[config.mk]
export PLATFORM = sky130hd
export DESIGN_NAME = serial_loader
export DESIGN_NICKNAME = d
export VERILOG_FILES = /design/src/rtl/serial_loader.sv
export SDC_FILE = /design/constraint.sdc
export NUM_CORES = 1
export LEC_CHECK = 0
export ABC_AREA = 0
export BUFFER_PORTS_ARGS = -buffer_cell sky130_fd_sc_hd__buf_2
export CORE_UTILIZATION = 40
export DETAILED_ROUTE_END_ITERATION = 12
export GPL_TIMING_DRIVEN = 1
export SLEW_MARGIN = 20
export SYNTH_ARGS = -nofsm -noshare
export SYNTH_HDL_FRONTEND = slang
export SYNTH_SLANG_ARGS = --single-unit
[constraint.sdc]
create_clock -name clk -period 1.7 [get_ports clk]
set_clock_uncertainty 0.05 [all_clocks]
set_input_delay 0.17 -clock clk [delete_from_list [all_inputs] [get_ports clk]]
set_output_delay 0.17 -clock clk [all_outputs]
set_load 0.05 [all_outputs]
[src/rtl/serial_loader.sv]
// Serial-to-parallel loader: collects WIDTH serial bits and presents them with a one-cycle load strobe.
// Define SERIAL_LOADER_PARITY_EN to add a trailing even-parity bit check (err pulse on mismatch).
module serial_loader #(
  parameter int WIDTH     = 8,
  parameter int MSB_FIRST = 1
) (
  input  logic             clk,
  input  logic             rst,
  input  logic             start,
  input  logic             sin_data,
  input  logic             sin_valid,
  output logic [WIDTH-1:0] d,
  output logic             en,
  output logic             busy,
  output logic             err,
  output logic [1:0]       dbg_state
);

  localparam int CW = $clog2(WIDTH + 1);

`ifdef SERIAL_LOADER_PARITY_EN
  typedef enum logic [1:0] {IDLE = 2'd0, SHIFT = 2'd1, PARITY = 2'd2, LOAD = 2'd3} state_t;
`else
  typedef enum logic [1:0] {IDLE = 2'd0, SHIFT = 2'd1, LOAD = 2'd3} state_t;
`endif

  state_t           state;
  logic [CW-1:0]    cnt;
  logic [WIDTH-1:0] sh;
  logic [WIDTH-1:0] sh_next;

  // Handshake: a bit is accepted on a rising edge where state is SHIFT (or PARITY) and
  // sin_valid=1; start is accepted only on an edge where state is IDLE.
  always_comb begin
    if (MSB_FIRST != 0) sh_next = {sh[WIDTH-2:0], sin_data};
    else                sh_next = {sin_data, sh[WIDTH-1:1]};
  end

  assign dbg_state = state;

  always_ff @(posedge clk or negedge rst) begin
    if (!rst) begin
      state <= IDLE;
      cnt   <= '0;
      sh    <= '0;
      d     <= '0;
      en    <= 1'b0;
      busy  <= 1'b0;
      err   <= 1'b0;
    end else begin
      en  <= 1'b0;
      err <= 1'b0;
      case (state)
        IDLE: begin
          if (start) begin
            state <= SHIFT;
            cnt   <= '0;
            sh    <= '0;
            busy  <= 1'b1;
          end
        end
        SHIFT: begin
          if (sin_valid) begin
            sh  <= sh_next;
            cnt <= cnt + CW'(1);
            if (cnt == CW'(WIDTH - 1)) begin
`ifdef SERIAL_LOADER_PARITY_EN
              state <= PARITY;
`else
              state <= LOAD;
              d     <= sh_next;
              en    <= 1'b1;
`endif
            end
          end
        end
`ifdef SERIAL_LOADER_PARITY_EN
        PARITY: begin
          if (sin_valid) begin
            // Even parity: data bits plus parity bit must XOR to zero.
            if (^{sh, sin_data} == 1'b0) begin
              state <= LOAD;
              d     <= sh;
              en    <= 1'b1;
            end else begin
              state <= IDLE;
              busy  <= 1'b0;
              err   <= 1'b1;
            end
          end
        end
`endif
        LOAD: begin
          state <= IDLE;
          busy  <= 1'b0;
        end
        default: begin
          state <= IDLE;
          busy  <= 1'b0;
        end
      endcase
    end
  end

endmodule

Word level (Yosys, flattened, before mapping)
Cells that the tools add are included.

Bits in registers: 23. Input port bits: 5. Output and inout bits: 13.

Add/subtract/negate cells: 1. Equal/unequal tests: 5. Multiplexer cells: 15. Bitwise logic cells: 1. Reduce and logical (&&, ||, !) cells: 6.

Operator list (count): $mux 7 (2); $pmux 7 s2 (1); $reduce_and 3->1 (3); $mux 4 (2); $pmux 4 s2 (1); $mux 2 (3); $ne 2x2->1 const B (3); $add 4x1->4 const B (1); $eq 4x3->1 const B (1); $mux 1 (4); $pmux 2 s2 (1); $eq 2x1->1 const B (1); $logic_not 2->1 (1); $pmux 1 s2 (1); $reduce_and 2->1 (1); $reduce_bool 2->1 (1); $not 1->1 (1).

Longest topological paths before layout
Gate-level depths: netlist of run 1.

Depth in word-level cells: 4. Mapped depth: 4. Mapped depth without buffers: 4.

Worst setup path after synthesis of run 1
No wires, ideal clock.

Kind: register -> register. From: register state[0], in the netlist dbg_state[0]. To: register d[0]. Library setup time: 0.125 ns. Arrival: 1.541 ns. Path slack: -0.016 ns. Stages on the path, launching flop included: 5. Period minus slack after synthesis: 1.716 ns. Cell sequence: dfrtp_1 and3b_1 and4b_1 buf_6 mux2_4.

Cells in the longest elaborated chain, start to end: 2.

RTL lines: start, declared (RTL line 27) `state_t state;`; start signal, assigned (RTL line 43) `state <= IDLE;`; start signal, assigned (RTL line 56) `state <= SHIFT;`; start signal, assigned (RTL line 70) `state <= LOAD;`; $eq 2x1->1 (RTL line 53) `case (state)`; $reduce_and 3->1 (no line); end signal, assigned (RTL line 71) `d <= sh_next;`; end, declared (RTL line 12) `output logic [WIDTH-1:0] d,`.

Every way passes these cells. A chain may end at the register's enable or synchronous reset.

Final worst setup path of run 1
From: register state[1], in the netlist dbg_state[1]. To: register d[3].

The elaborated chain is that of the path after synthesis.

==> results_dict.tcl, run 1 <==
set metrics [dict create \
    status "finished clean" \
    drt-vias-per-instance 4.87 \
    num_io_pins 18 \
    nNetsFinal 91 \
    path_class "reg -> reg" \
    fin_tns_setup_ns 0 \
    yosys_register_bits 23 \
    post_synth_and_or_nand_nor_area_fraction_pct 6.28 \
    clock.fmax_mhz 650 \
    hold_violations 0 \
    timing.critical_path.required_ns 1.85 \
    postLayoutCoreUtil_pct 48.8 \
    max_capacitance_violation_count 0 \
    core_um2 2210 \
    sequence_of_cells_on_the_critical_path "and3b_1 -> and4b_2 -> mux2_4" \
    ff_latch_area_um2 578 \
    clock_tree.root_cell "clkbuf_4" \
    synthesized_netlist_cell_count 65 \
    dp.final_hpwl_um 931 \
    drc 0 \
    synth-compound-area-share_pct 10.8 \
    chipHeight_um 50.4 \
    fin_total_pwr_mw 2.06 \
    ys.flop_type "dfrtp_1" \
    dieWidth_um 50.4 \
    drt-pass1-iter-count 4 \
    wire_per_inst_um 12.7 \
    clkSinkCount 23 \
    row_count 17 \
    synth_area_per_cell_um2 14.4 \
    clk_latency_ns 0.30 \
    post_synth_num_cell_types 21 \
    setup_viol 0 \
    ant_nets 0 \
    synth_top_family_by_area "multiplexers" \
    clk_path_buf_depth 2 \
    hold_class "in -> reg" \
    postRouteWirelength_um 1430 \
    ys_warn_count 0 \
    crit_path_max_delay_cell_type "and4b_2" \
    max_stage_delay_ns 0.42 \
    grt.overflow.total 0 \
    antenna_found_initial 0 \
    num-fill-cells 214 \
    layout_setup_ws_ns 0.161 \
    synth-xor-area-share_pct 0.936 \
    grt_max_degree 24 \
    p_per_area_nw_per_um2 1910 \
    crit_family "simple AND/OR/NAND/NOR gates" \
    cp_num_buf_inv 0 \
    final_min_period_over_clock_period_pct 90.5 \
    cts_inserted_buffers 3 \
    first_global_vias 527 \
    p_leak_nw 0.560 \
    synth_fa_ha_area_share_pct 1.34 \
    globalplace.congestion 0.671 \
    violation_count_after_the_first_detailed_routing_iteration 7 \
    tritoncts "yes" \
    timing.critical_path.from_type "register" \
    synth.area.top_cells "dfrtp_1 (61%), mux2_4 (13%), a22o_1 (8.4%), and4b_1 (2.1%), ha_1 (1.3%)" \
    clk_transition_reported_paths_ns 0.12 \
    vias 545 \
    htree_levels 1 \
    finalWorstPathRequiredPeriod_ns 1.54 \
    area_share_of_the_largest_cell_type_after_synthesis_pct 61.5 \
    num_antenna_cells 0 \
    floorplan.die_area_um2 2540 \
    initial_util_pct 42.3 \
    critPathCaptureType "register" \
    edff_count_synth 0 \
    multiInputGateArea_um2 328 \
    grtUsageTotal_pct 13.0 \
    relative_area_change_from_synthesis_to_final_layout_pct 15.4 \
    slew_violations 0 \
    post_route_cells_drive_above_1_share_pct 39.3 \
    ir_worst_vdd_mv 0.919 \
    netlist_area_um2 936 \
    cp_max_fo 9 \
    yosysTopAreaCell "dfrtp_1" \
    postSynthNetCount 71 \
    rsz0062_at_grt "no" \
    portBuffers 16 \
    post_synth_mux_area_share_pct 15.1 \
    seq_area_frac_synth_pct 61.5 \
    critical_path_arrival_ns 1.69 \
    grt_first_pass_wirelength_um 2370 \
    place_ws_ns 0.00378 \
    synth_async_sr_flop_share_pct 100 \
]
[logic make-up (layout without fill, tap and decap cells)]
family | after synthesis | after routing
and+or+nand+nor | 10 | 10
buffers and inverters | 6 | 25
DFF | 23 | 23
other | 1 | 1
adders and majority gates | 1 | 1
AOI/OAI and AO/OA | 13 | 13
muxes | 10 | 10
xor gates and xnor gates | 1 | 1
[cell usage in the layout, fill, tap and decap left out]
| master | netlist | final |
|---|---|---|
| nand2_1 | 2 | 2 |
| and4b_1 | 2 | 1 |
| a22o_1 | 9 | 9 |
| nand2b_1 | 1 | 1 |
| xnor2_1 | 1 | 1 |
| mux2_2 | 1 | 1 |
| buf_2 | 0 | 16 |
| mux2i_1 | 1 | 1 |
| nor2_1 | 3 | 3 |
| dfrtp_1 | 23 | 21 |
| and4b_2 | 0 | 1 |
| ha_1 | 1 | 1 |
| o21ai_0 | 2 | 2 |
| nand3_1 | 1 | 1 |
| dfrtp_2 | 0 | 2 |
| a21o_1 | 1 | 1 |
| dlygate4sd3_1 | 0 | 1 |
| clkbuf_1 | 2 | 1 |
| a21oi_1 | 1 | 1 |
| conb_1 | 1 | 1 |
| and3b_1 | 1 | 1 |
| inv_1 | 2 | 2 |
| clkbuf_4 | 0 | 3 |
| mux2_4 | 8 | 8 |
| buf_4 | 1 | 2 |
[synthesized netlist by cell type (2+ instances only)]
cell and number:
dfrtp_1 23, a22o_1 9, mux2_4 8, nor2_1 3, and4b_1 2, clkbuf_1 2
inv_1 2, nand2_1 2, o21ai_0 2
[tightest hold or removal path, cell delays in order]
cell,delay [ns]
buf_2,0.09
nor2_1,0.04
nor2_1,0.07
[sequential cells by signal, indices dropped and copies added, names as in the netlist]
signal	flops
d	8
cnt	4
en	1
sh	7
dbg_state	2
busy	1
[path summary, 6_finish.rpt]
check | start | endpoint | slack (ns) | depth (start not counted)
worst max-delay path | dbg_state[1]$_DFFE_PN0P_ | d[3]$_DFFE_PN0P_ | 0.16 | 3
worst min-delay path | start | dbg_state[0]$_DFFE_PN0P_ | 0.06 | 3
worst max register to register | dbg_state[1]$_DFFE_PN0P_ | d[3]$_DFFE_PN0P_ | 0.16 | 3
worst min register to register | busy$_DFFE_PN0P_ | busy$_DFFE_PN0P_ | 0.46 | 2
max in group asynchronous | rst | dbg_state[1]$_DFFE_PN0P_ | 0.92 | 2
min in group asynchronous | rst | d[4]$_DFFE_PN0P_ | 0.32 | 2
[metrics by stage]
step / area, um2 / cells / hold slack (ns)
after floorplan: 938 / 65 / -0.176
after global placement: 1040 / 107 / 0.117
after detailed placement: 1040 / 107 / 0.112
after CTS: 1080 / 112 / 0.0456
after global routing: 1080 / 112 / 0.0438
final: 1080 / 112 / 0.0579
[repair_timing]
item / in CTS / in global routing
setup buffers: 0 / 0
hold buffers: 1 / 0
setup endpoints to repair: 8 / 0
hold endpoints to repair: 23 / 0
gates resized for setup: 1 / 0
[area by class of cell]
type,count,share of cell area [%]
Sequential cell,23,53.5
Multi-Input combinational cell,36,30.4
Timing Repair Buffer,19,9.73
Tap cell,28,3.24
Clock buffer,4,2.43
Inverter,2,0.695
[metal layers]
layer  vias to the layer above  routed length, um  track usage, %
met3                         2                 51            2.73
met5                         -                  0               0
li1                        266                  -               -
met2                         9                625            19.1
met4                         0                 12            8.33
met1                       268                736            17.5
[power by group]
group	internal, mW	total (mW)	switching (mW)
sequential	0.764	0.919	0.155
clock	0.0913	0.239	0.148
combinational	0.350	0.905	0.555
No activity file was read; power rests on OpenSTA's default activity.
==> run 2: changes to the inputs <==
==> constraint.sdc (replaced) <==
create_clock -name clk -period 1.7 [get_ports clk]
set_clock_uncertainty 0.05 [all_clocks]
set_input_delay 0.34 -clock clk [delete_from_list [all_inputs] [get_ports clk]]
set_output_delay 0.34 -clock clk [all_outputs]
set_load 0.05 [all_outputs]
==> results_dict.tcl, run 2 (same netlist as run 1, synthesis figures left out) <==
set metrics [dict create \
    status "finished clean" \
    dp.final_hpwl_um 977 \
    final_common_cell "dfrtp_1" \
    max_capacitance_violation_count 0 \
    row_count 17 \
    timing.critical_path.from_type "register" \
    ant_nets 0 \
    max_ffs_per_register 8 \
    slew_violations 0 \
    dieWidth_um 50.4 \
    cp_max_fo 9 \
    chipHeight_um 50.4 \
    num_antenna_cells 0 \
    finalWorstPathRequiredPeriod_ns 1.54 \
    reg2reg_from "dbg_state[1]$_DFFE_PN0P_" \
    hold_violations 0 \
    p_per_area_nw_per_um2 1920 \
    registers.top_by_ff_count "d" \
    drt-vias-per-instance 4.95 \
    postLayoutCoreUtil_pct 48.8 \
    path_class "reg -> reg" \
    timing.critical_path.required_ns 1.85 \
    critical_path_arrival_ns 1.69 \
    max_stage_delay_ns 0.46 \
    clkSinkCount 23 \
    clk_latency_ns 0.30 \
    grtUsageTotal_pct 14.0 \
    drc 0 \
    fin_tns_setup_ns 0 \
    part_of_the_power_in_registers_pct 45.0 \
    clk_transition_reported_paths_ns 0.12 \
    grt_max_degree 24 \
    share_clk_of_total_power_pct 11.6 \
    critPathCaptureType "register" \
    htree_levels 1 \
    antenna_found_initial 0 \
    p_comb_share_pct 43.4 \
    tritoncts "yes" \
    ir_worst_vdd_mv 0.939 \
    relative_area_change_from_synthesis_to_final_layout_pct 15.4 \
    startpoint "dbg_state[1]$_DFFE_PN0P_" \
    clock_tree.root_cell "clkbuf_4" \
    hold_start "sin_data" \
    final_min_period_over_clock_period_pct 90.5 \
    sequence_of_cells_on_the_critical_path "and3b_1 -> and4b_1 -> buf_4 -> mux2_4" \
    cts_setup_buffers 0 \
    net-switching-power_mw 0.868 \
    crit_family "flip-flops" \
    globalplace.congestion 0.701 \
    postRouteWirelength_um 1480 \
    hold_class "in -> reg" \
    grt.overflow.total 0 \
    rsz0062_at_grt "no" \
    grt_first_pass_wirelength_um 2550 \
    post_route_cells_drive_above_1_share_pct 39.3 \
    portBuffers 16 \
    setup_viol 0 \
    layout_top_registers "d: 8 flops, sh: 7 flops, cnt: 4 flops" \
    power_switching_share_pct 42.0 \
    clock.fmax_mhz 650 \
    final_cell_mix "dfrtp_1 (21), buf_2 (16), a22o_1 (9)" \
    floorplan.die_area_um2 2540 \
    num_io_pins 18 \
    wire_per_inst_um 13.2 \
    first_global_vias 529 \
    cts_inserted_buffers 3 \
    p_leak_nw 0.563 \
    internal_power_mw 1.20 \
    clk_path_buf_depth 2 \
    vias 554 \
    nNetsFinal 91 \
    drt-pass1-iter-count 4 \
    violation_count_after_the_first_detailed_routing_iteration 2 \
    cp_num_buf_inv 1 \
    initial_util_pct 42.3 \
    core_um2 2210 \
    crit_path_max_delay_cell_type "dfrtp_2" \
]
[run 2: changes by cell type in the layout (fill, tap and decap cells not counted)]
cell | previous run | this run
and4b_1 | 1 | 2
and4b_2 | 1 | 0
clkinv_2 | 0 | 1
clkbuf_1 | 1 | 0
[run 2: worst paths after layout]
path	endpoint	slack (ns)	cells past startpoint
max in group asynchronous	dbg_state[1]$_DFFE_PN0P_	0.78	2
worst max-delay path	d[2]$_DFFE_PN0P_	0.16	4
worst min register to register	busy$_DFFE_PN0P_	0.46	1
worst max register to register	d[2]$_DFFE_PN0P_	0.16	4
min in group asynchronous	d[5]$_DFFE_PN0P_	0.47	2
worst min-delay path	sh[0]$_DFFE_PN0P_	0.22	2
[run 2: metal layers]
layer / GRT usage [%] / wire length [um] / up-vias / part of all wire, %
met5: 0 / 0 / - / 0
met4: 9.72 / 23 / 0 / 1.6
met3: 2.73 / 31 / 2 / 2.1
met2: 19.8 / 663 / 6 / 45
met1: 19.2 / 758 / 281 / 51
li1: - / - / 265 / -
[run 2: through the flow]
stage          cell area, um2  setup slack (ns)  hold WS, ns  cells  total power, mW
6_report                 1080             0.162        0.220    112             2.07
3_5_place_dp             1040             0.176        0.277    107             1.84
2_1_floorplan             938             0.104     -0.00559     65             1.64
5_1_grt                  1080            0.0972        0.212    112             2.20
4_1_cts                  1080             0.159        0.211    112             2.09
3_3_place_gp             1040             0.186        0.284    107             1.83
[run 2: final cells by class]
| type | count | area [um2] |
|---|---|---|
| Inverter | 2 | 7.51 |
| Clock inverter | 1 | 5.00 |
| Tap cell | 28 | 35.0 |
| Multi-Input combinational cell | 36 | 327 |
| Sequential cell | 23 | 578 |
| Clock buffer | 3 | 22.5 |
| Timing Repair Buffer | 19 | 105 |
| Fill cell | 218 | 1130 |
[run 2: timing repair]
| item | CTS | global route |
|---|---|---|
| gates resized for setup | 0 | 0 |
| hold buffers | 1 | 0 |
| hold endpoints to repair | 23 | 0 |
[run 2: power by group through the flow]
stage | combinational [mW] | clock [mW] | sequential (mW)
floorplan | 0.385 | 0 | 1.25
global placement | 0.893 | 0 | 0.937
detailed placement | 0.896 | 0 | 0.942
CTS | 0.904 | 0.254 | 0.933
global route | 0.952 | 0.277 | 0.967
finish | 0.898 | 0.239 | 0.931
==> run 3: changes to the inputs <==
ABC_AREA = 1   (was 0)
==> results_dict.tcl, run 3 <==
set metrics [dict create \
    status "finished clean" \
    clk_path_buf_depth 2 \
    layout_setup_ws_ns 0.284 \
    synthesized_netlist_cell_count 107 \
    reg2reg_from "dbg_state[1]$_DFFE_PN0P_" \
    yosys_register_bits 23 \
    cts_inserted_buffers 3 \
    vias 719 \
    fin_tns_setup_ns 0 \
    cts_setup_buffers 0 \
    final_common_cell "nand2_1" \
    clk_latency_ns 0.30 \
    drt-pass1-iter-count 4 \
    core_um2 2280 \
    hold_class "in -> reg" \
    drt-vias-per-instance 4.70 \
    first_global_vias 709 \
    final_cell_mix "nand2_1 (34), dfrtp_1 (23), nand3_1 (17)" \
    timing.critical_path.from_type "register" \
    num_io_pins 18 \
    critPathCaptureType "primary output" \
    layout_top_registers "d: 8 flops, sh: 7 flops, cnt: 4 flops" \
    yosysTopAreaCell "dfrtp_1" \
    grt_max_degree 24 \
    ant_nets 0 \
    ys_warn_count 0 \
    finalWorstPathRequiredPeriod_ns 1.42 \
    p_leak_nw 0.646 \
    netlist_area_um2 991 \
    max_capacitance_violation_count 0 \
    antenna_found_initial 0 \
    area_of_all_placed_cells_without_fillers_um2 1120 \
    tritoncts "yes" \
    timing.reg2reg.worst_path_depth 6 \
    wire_per_inst_um 11.1 \
    edff_count_synth 0 \
    violation_count_after_the_first_detailed_routing_iteration 12 \
    synth-xor-area-share_pct 0 \
    max_stage_delay_ns 0.43 \
    slew_violations 0 \
    cp_max_fo 5 \
    synth_fa_ha_area_share_pct 1.26 \
    ys.flop_type "dfrtp_1" \
    clkSinkCount 23 \
    placed_cells 148 \
    crit_path_max_delay_cell_type "dfrtp_1" \
    chipHeight_um 51.8 \
    sequence_of_cells_on_the_critical_path "buf_2" \
    seq_area_frac_synth_pct 58.1 \
    grt.overflow.total 0 \
    grtUsageTotal_pct 15.6 \
    grt_first_pass_wirelength_um 2960 \
    clock_tree.root_cell "clkbuf_4" \
    postRouteWirelength_um 1700 \
    crit_family "flip-flops" \
    fin_total_pwr_mw 1.92 \
    drc 0 \
    timing.critical_path.required_ns 1.31 \
    synth.area.top_cells "dfrtp_1 (58%), nand2_1 (13%), nand3_1 (8.6%), inv_1 (3.8%), nand3_2 (2.0%)" \
    synth_top_family_by_area "simple AND/OR/NAND/NOR gates" \
    post_synth_and_or_nand_nor_area_fraction_pct 29.5 \
    ir_worst_vdd_mv 0.868 \
    instances_no_fill 153 \
    dieWidth_um 51.8 \
    max_ffs_per_register 8 \
    initial_util_pct 43.5 \
    hold_end "sh[0]$_DFFE_PN0P_" \
    portBuffers 16 \
    regToRegSetupSlack_ns 0.32 \
    relative_area_change_from_synthesis_to_final_layout_pct 12.9 \
    registers.top_by_ff_count "d" \
    path_class "reg -> out" \
    synth_area_per_cell_um2 9.26 \
    post_route_cells_drive_above_1_share_pct 21.6 \
    floorplan.die_area_um2 2680 \
    p_per_area_nw_per_um2 1710 \
    dp.final_hpwl_um 1280 \
    clk_transition_reported_paths_ns 0.11 \
    nNetsFinal 132 \
    postSynthNetCount 113 \
    synth_async_sr_flop_share_pct 100 \
    placedInstanceArea_um2 1080 \
    hold_violations 0 \
    place_ws_ns 0.352 \
    synth-compound-area-share_pct 3.54 \
    post_synth_mux_area_share_pct 0 \
    row_count 17 \
    r2r_end "d[5]$_DFFE_PN0P_" \
    area_share_of_the_largest_cell_type_after_synthesis_pct 58.1 \
    synth.most_common_cell "nand2_1" \
    clock.fmax_mhz 706 \
    cp_num_buf_inv 1 \
    synth.top_cells.by_count "nand2_1 (34), dfrtp_1 (23), nand3_1 (17)" \
    critical_path_arrival_ns 1.03 \
    htree_levels 1 \
    rsz0062_at_grt "no" \
    hold_start "sin_data" \
    post_synth_num_cell_types 19 \
    setup_viol 0 \
    num_antenna_cells 0 \
    worstHoldPathCells 3 \
    final_min_period_over_clock_period_pct 83.3 \
    globalplace.congestion 0.907 \
]
## run 3: cell types whose count changed after synthesis, sizes merged, moves of 2 or more
cell    delta
and4b      -2
o21ai      +5
inv       +10
a22o       -9
mux2       -9
nand3     +18
nand4      +2
clkbuf     -2
nand2     +35
## run 3: how the worst max path moves through the flow
| stage | from | cells past startpoint | to | slack (ns) |
|---|---|---|---|---|
| 2_1_floorplan | dbg_state[0]$_DFFE_PN0P_ | 4 | sh[2]$_DFFE_PN0P_ | 0.32 |
| 5_1_grt | dbg_state[1]$_DFFE_PN0P_ | 6 | d[2]$_DFFE_PN0P_ | 0.20 |
| 3_5_place_dp | dbg_state[1]$_DFFE_PN0P_ | 6 | d[1]$_DFFE_PN0P_ | 0.35 |
| 3_3_place_gp | dbg_state[1]$_DFFE_PN0P_ | 6 | d[1]$_DFFE_PN0P_ | 0.39 |
| 6_report | dbg_state[0]$_DFFE_PN0P_ | 1 | dbg_state[0] | 0.28 |
| 4_1_cts | dbg_state[0]$_DFFE_PN0P_ | 1 | dbg_state[0] | 0.26 |
## run 3: cell type report
cell class	instances	area (um2)
Clock buffer	4	26.3
Timing Repair Buffer	17	90.1
Inverter	12	47.5
Tap cell	28	35.0
Sequential cell	23	576
Multi-Input combinational cell	69	344
Fill cell	224	1160
## run 3: metal layers
layer | global-route usage [%] | wire length [um] | vias up
met5 | 0 | 0 | -
met4 | 4.95 | 14 | 0
met3 | 6.14 | 82 | 2
met2 | 23.8 | 753 | 17
met1 | 20.2 | 848 | 325
li1 | - | - | 375
## run 3: what timing repair did
| item | in CTS | in global routing |
|---|---|---|
| gates resized for setup | 0 | 0 |
| hold endpoints to repair | 23 | 0 |
| hold buffers | 1 | 0 |
## run 3: through the flow
| step | hold WS, ns | utilization [%] |
|---|---|---|
| after floorplan | -0.00559 | - |
| after global placement | 0.284 | 47.6 |
| after detailed placement | 0.289 | 47.6 |
| after CTS | 0.201 | 49.1 |
| after global routing | 0.219 | 49.1 |
| final | 0.214 | 49.1 |
## run 3: cell families (layout without fill, tap and decap cells)
logic type,count (synthesis),after routing
compound gates,7,7
fa+ha+maj,1,1
buf+inv,15,33
flops,23,23
other cells,1,1
simple gates,60,60
## run 3: power by group
group          internal [mW]  switching, mW  total [mW]
Combinational          0.204          0.582       0.786
Sequential             0.738          0.152       0.890
Clock                 0.0916          0.148       0.239
